<file path="src/rtl/rs232_uart_rx_if.sv">
// rtl/rs232_uart_rx_if.sv - serial line and received-byte signals of the UART receiver
interface rs232_uart_rx_if;
    logic       rx;
    logic [7:0] data_out;
    logic       data_valid;
    logic       frame_err;
    logic       busy;
    logic       rxLEDout;

    // Receiver side: takes the pin, produces the byte stream and status.
    modport slave (
        input  rx,
        output data_out,
        output data_valid,
        output frame_err,
        output busy,
        output rxLEDout
    );

    // User side: drives the pin, consumes the byte stream and status.
    modport master (
        output rx,
        input  data_out,
        input  data_valid,
        input  frame_err,
        input  busy,
        input  rxLEDout
    );
endinterface

</file>
<file path="src/rtl/rs232_uart_rx.sv">
// rtl/rs232_uart_rx.sv - 8N1 UART receiver with stop-bit error and break handling
module rs232_uart_rx #(
    parameter int CLKS_PER_BIT = 5208
) (
    input  logic           clk,
    input  logic           rst,
    rs232_uart_rx_if.slave bus
);
    localparam int CNT_W = $clog2(CLKS_PER_BIT);
    localparam logic [CNT_W-1:0] HALF_LAST = CNT_W'(CLKS_PER_BIT / 2 - 1);
    localparam logic [CNT_W-1:0] BIT_LAST  = CNT_W'(CLKS_PER_BIT - 1);

    typedef enum logic [2:0] {
        S_IDLE  = 3'd0,
        S_START = 3'd1,
        S_DATA  = 3'd2,
        S_STOP  = 3'd3,
        S_BREAK = 3'd4
    } state_t;

    state_t           state_q, state_d;
    logic [CNT_W-1:0] cnt_q, cnt_d;
    logic [2:0]       bit_idx_q, bit_idx_d;
    logic [7:0]       shift_q, shift_d;
    logic [7:0]       data_out_q, data_out_d;
    logic             data_valid_q, data_valid_d;
    logic             frame_err_q, frame_err_d;
    logic             rx_meta_q, rx_sync_q;

    // Two-flop synchroniser for the asynchronous pin; idles high so reset looks like a quiet line.
    always_ff @(posedge clk) begin
        if (rst) begin
            rx_meta_q <= 1'b1;
            rx_sync_q <= 1'b1;
        end else begin
            rx_meta_q <= bus.rx;
            rx_sync_q <= rx_meta_q;
        end
    end

    // State, counters, shift register and output strobes.
    always_ff @(posedge clk) begin
        if (rst) begin
            state_q      <= S_IDLE;
            cnt_q        <= '0;
            bit_idx_q    <= '0;
            shift_q      <= '0;
            data_out_q   <= '0;
            data_valid_q <= 1'b0;
            frame_err_q  <= 1'b0;
        end else begin
            state_q      <= state_d;
            cnt_q        <= cnt_d;
            bit_idx_q    <= bit_idx_d;
            shift_q      <= shift_d;
            data_out_q   <= data_out_d;
            data_valid_q <= data_valid_d;
            frame_err_q  <= frame_err_d;
        end
    end

    // Next-state logic: the counter free-runs within a state and is cleared on every transition,
    // so each state times its own interval from zero.
    always_comb begin
        state_d      = state_q;
        cnt_d        = cnt_q + CNT_W'(1);
        bit_idx_d    = bit_idx_q;
        shift_d      = shift_q;
        data_out_d   = data_out_q;
        data_valid_d = 1'b0;
        frame_err_d  = 1'b0;

        case (state_q)
            S_IDLE: begin
                cnt_d     = '0;
                bit_idx_d = '0;
                if (!rx_sync_q) begin
                    state_d = S_START;
                end
            end

            // Re-check the line at mid start bit to reject short glitches.
            S_START: begin
                if (cnt_q == HALF_LAST) begin
                    cnt_d   = '0;
                    state_d = rx_sync_q ? S_IDLE : S_DATA;
                end
            end

            // Whole-bit steps from the mid start point land each sample mid-bit.
            S_DATA: begin
                if (cnt_q == BIT_LAST) begin
                    cnt_d   = '0;
                    shift_d = {rx_sync_q, shift_q[7:1]};
                    if (bit_idx_q == 3'd7) begin
                        bit_idx_d = '0;
                        state_d   = S_STOP;
                    end else begin
                        bit_idx_d = bit_idx_q + 3'd1;
                    end
                end
            end

            // Stop sampled mid-bit; the remaining half bit lets a back-to-back start be caught in IDLE.
            S_STOP: begin
                if (cnt_q == BIT_LAST) begin
                    cnt_d = '0;
                    if (rx_sync_q) begin
                        data_out_d   = shift_q;
                        data_valid_d = 1'b1;
                        state_d      = S_IDLE;
                    end else begin
                        frame_err_d = 1'b1;
                        state_d     = S_BREAK;
                    end
                end
            end

            // A line held low after a bad stop is one event: wait for it to return high.
            S_BREAK: begin
                cnt_d = '0;
                if (rx_sync_q) begin
                    state_d = S_IDLE;
                end
            end

            default: begin
                cnt_d   = '0;
                state_d = S_IDLE;
            end
        endcase
    end

    assign bus.data_out   = data_out_q;
    assign bus.data_valid = data_valid_q;
    assign bus.frame_err  = frame_err_q;
    assign bus.busy       = (state_q != S_IDLE);
    assign bus.rxLEDout   = rx_sync_q;
endmodule

</file>
<file path="src/flat_wrapper.sv">
// flat-port wrapper written by rule: the top's interface ports become plain ports
module rs232_uart_rx_flat 
#(
    parameter int CLKS_PER_BIT = 5208
)
  (clk, rst, bus_rx, bus_data_out, bus_data_valid, bus_frame_err, bus_busy, bus_rxLEDout);
  rs232_uart_rx_if bus_i ();
  input  logic clk;
  input  logic rst;
  input wire logic [$bits(bus_i.rx)-1:0] bus_rx;
  output wire logic [$bits(bus_i.data_out)-1:0] bus_data_out;
  output wire logic [$bits(bus_i.data_valid)-1:0] bus_data_valid;
  output wire logic [$bits(bus_i.frame_err)-1:0] bus_frame_err;
  output wire logic [$bits(bus_i.busy)-1:0] bus_busy;
  output wire logic [$bits(bus_i.rxLEDout)-1:0] bus_rxLEDout;
  assign bus_i.rx = bus_rx;
  assign bus_data_out = bus_i.data_out;
  assign bus_data_valid = bus_i.data_valid;
  assign bus_frame_err = bus_i.frame_err;
  assign bus_busy = bus_i.busy;
  assign bus_rxLEDout = bus_i.rxLEDout;
  rs232_uart_rx #(.CLKS_PER_BIT(CLKS_PER_BIT)) u_core (.clk(clk), .rst(rst), .bus(bus_i));
endmodule
</file>
<file path="config.mk">
export PLATFORM = sky130hd
export DESIGN_NAME = rs232_uart_rx_flat
export DESIGN_NICKNAME = d
export VERILOG_FILES = /design/src/rtl/rs232_uart_rx_if.sv /design/src/rtl/rs232_uart_rx.sv /design/src/flat_wrapper.sv
export SDC_FILE = /design/constraint.sdc
export NUM_CORES = 1
export LEC_CHECK = 0
export CORE_MARGIN = 2
export CORE_UTILIZATION = 50
export CTS_CLUSTER_DIAMETER = 150
export CTS_CLUSTER_SIZE = 20
export DETAILED_ROUTE_END_ITERATION = 6
export GPL_TIMING_DRIVEN = 0
export PLACE_DENSITY_LB_ADDON = 0.05
export SETUP_SLACK_MARGIN = 0.3
export SYNTH_ARGS = -nofsm -noshare
export SYNTH_HDL_FRONTEND = slang
export SYNTH_SLANG_ARGS = --single-unit
</file>
<file path="constraint.sdc">
create_clock -name clk -period 2.2 [get_ports clk]
set_clock_uncertainty 0.2 [all_clocks]
set_input_delay 0.22 -clock clk [delete_from_list [all_inputs] [get_ports clk]]
set_output_delay 0.22 -clock clk [all_outputs]
set_load 0.02 [all_outputs]
</file>
==> metrics.csv <==
metric;value;unit
status;finished, final reports clean;
post_drt_via_cell_ratio;5.64;
r2r_start;u_core.state_q[0];
die_area;4050;um^2
globalRouteOverflowTotal;0;
first_global_vias;1506;
nNetsFinal;233;
crit_end;u_core.bit_idx_q[0];
cp_cell_sequence;buf_6, or3_1, clkbuf_2, buf_4, a2111o_1, a21oi_1;
fp.dieW;63.6;um
synth_top_area_share;0.439;
finalHoldViolCount;0;
whs;0.218;ns
ys_top_cells_by_area;dfxtp_1, nand3_1, a21oi_1, o21ai_0, nor3_1;
rsz0062_at_grt;yes;
cts-root-buf;clkbuf_4;
drive_above_1_share;0.211;
wl;3.81;mm
grt_max_degree;12;
syn-instance-count;198;
reg2reg_to;u_core.bit_idx_q[0];
worstPathRequired;2.27;ns
diodes;0;
io_buffers;14;
synth_edf_count;0;
ant_nets;0;
cp_slowest_stage_delay;0.40;ns
period_minus_slack;1.85;ns
gp_congestion;0.837;
path_class;register to register;
crit_fanout;10;
cp_slowest_cell;a2111o_1;
start_kind;register;
grt_usage;0.214;
power_density;529;nW/um^2
cts.clk_slew.worst_paths;0.10;ns
fin_crit_sh;0.843;
synth_fp_nets;204;
netlist_area;1780;um^2
yosys_most_used_dff;dfxtp_1;
async_flop_share;0;
cp.arrival;1.93;ns
start_util;0.528;
cts_buffer_depth;2;
core_area;3360;um^2
setup.worst_path.start;u_core.state_q[0];
drtIter0Drc;58;
setup_viol;0;
routedWlPerCell;13.9;um
cts_hold_buf;0;
antenna_found_initial;0;
cap_violations;0;
reg2reg_depth;6;
rows;21;
syn_area_per_cell;8.97;um^2
cts_tree;yes;
syn2layout_area_growth;22.5;%
firstDrtPassIters;4;
vias;1545;
synth_cell_type_count;40;
slew_violations;0;
max_slew.worst_pin.slew;0.677;ns
setup_tns;0;ns
fmax;0.539;GHz
reg2reg_setup_slack;0.35;ns
hp-class;register to register;
timing.max_slew.rel_slack;0.547;
dp_cells;258;
ir_worst_vdd;273;uV
yosys_warnings;0;
yosys.area.top_type;dfxtp_1;
grt_pass1_wl;6.89;mm
cts_buffers;5;
insertion_delay;0.34;ns
htree_levels;2;
power_leakage;0.727;nW
clock_sinks;39;
drc;0;
ys_ff_latch;39;
ys_seq_area_frac;0.439;
fin_cells;274;
io_pins;15;
post-route-util;0.647;
dp_hpwl;2.65;mm
endpoint_kind;register;
die_h;63.6;um
-- synthesized netlist by cell type, drive strengths merged (2+ instances only) --
cell	n
nand3	27
nand4	4
a22oi	2
or3	2
o21ai	16
o211ai	3
buf	8
a21oi	21
and4	2
nor2	5
dfxtp	39
xor2	7
and3	5
nand2b	2
nor3b	6
ha	3
nand2	3
xnor2	5
or2	2
nor3	15
clkbuf	9
-- state kept, by name, summed over array words and instances (netlist names) --
| name | count |
|---|---|
| u_core.bit_idx_q | 3 |
| u_core.bus.data_out | 8 |
| u_core.bus.data_valid | 1 |
| u_core.bus.frame_err | 1 |
| u_core.bus.rxLEDout | 1 |
| u_core.cnt_q | 13 |
| u_core.rx_meta_q | 1 |
| u_core.shift_q | 8 |
| u_core.state_q | 3 |
-- cells by family (layout without fill, tap and decap cells) --
family | count (synthesis) | after routing | share of synthesized area
simple gates | 78 | 78 | 0.271
fa+ha+maj | 3 | 3 | 0.0211
mux | 2 | 2 | 0.0120
flops | 39 | 39 | 0.439
buf+inv | 18 | 48 | 0.0500
xor+xnor | 12 | 12 | 0.0592
compound gates | 46 | 46 | 0.147
-- layout by cell type, fill, tap and decap left out, drive strengths merged, types with 2 or more instances in the layout --
| cell | instances |
|---|---|
| nor2 | 5 |
| nor3b | 6 |
| nand4 | 4 |
| xor2 | 7 |
| and4 | 2 |
| ha | 3 |
| nand2 | 3 |
| nor3 | 15 |
| a22oi | 2 |
| and3 | 5 |
| dfxtp | 39 |
| buf | 17 |
| clkbuf | 17 |
| or3 | 2 |
| xnor2 | 5 |
| o211ai | 3 |
| clkdlybuf4s50 | 13 |
| nand3 | 27 |
| a21oi | 21 |
| nand2b | 2 |
| or2 | 2 |
| o21ai | 16 |
-- how the worst min path moves through the flow --
stage | startpoint | to | slack [ns] | cells past startpoint
floorplan | bus_rx | u_core.rx_meta_q | 0.12 | 1
global placement | u_core.rx_meta_q | u_core.bus.rxLEDout | 0.19 | 1
detailed placement | u_core.rx_meta_q | u_core.bus.rxLEDout | 0.20 | 1
CTS | bus_rx | u_core.rx_meta_q | 0.22 | 2
global route | u_core.rx_meta_q | u_core.bus.rxLEDout | 0.24 | 1
finish | u_core.rx_meta_q | u_core.bus.rxLEDout | 0.22 | 1
-- power by group --
part	internal, mW	leakage (nW)	total (mW)	switching (mW)
sequential	0.705	0.316	0.706	0.000760
combinational	0.0164	0.372	0.0396	0.0233
clock	0.188	0.0386	0.406	0.218
-- through the flow --
step | power (mW) | cell area [um^2] | setup slack, ns
2_1_floorplan | 0.747 | 1780 | 0.327
3_3_place_gp | 0.758 | 1970 | 0.142
3_5_place_dp | 0.760 | 1970 | 0.106
4_1_cts | 1.17 | 2100 | 0.308
5_1_grt | 1.21 | 2180 | 0.283
6_report | 1.15 | 2180 | 0.345
-- metal layers --
layer | GRT usage | vias up | share of wire
met5 | 0 | - | 0
met4 | 0.0652 | 0 | 0.013
met3 | 0.0589 | 6 | 0.039
met2 | 0.337 | 30 | 0.48
met1 | 0.285 | 730 | 0.46
li1 | - | 779 | -
-- final cells by class --
cell class / instances / area [um^2]
fillers: 310 / 1190
multi-input cells: 141 / 956
flip-flops and latches: 39 / 788
repair buffers: 22 / 198
plain buffers: 17 / 105
clock buffers: 8 / 68.8
well taps: 46 / 57.6
inverters: 1 / 3.75
-- critical path: cells and delay by family (launching register included) --
| family | cells | cell delay, ns |
|---|---|---|
| AOI/OAI and AO/OA | 2 | 0.53 |
| buffers and inverters | 3 | 0.38 |
| and+or+nand+nor | 1 | 0.36 |
| DFF | 1 | 0.33 |
-- repair_timing --
action                     CTS  global route
setup endpoints to repair   34            34
resized for setup           16            19
pin swaps                    1             4
buffers inserted             4             4
hold endpoints to repair     0             0
Power figures use the tool's default switching activity.
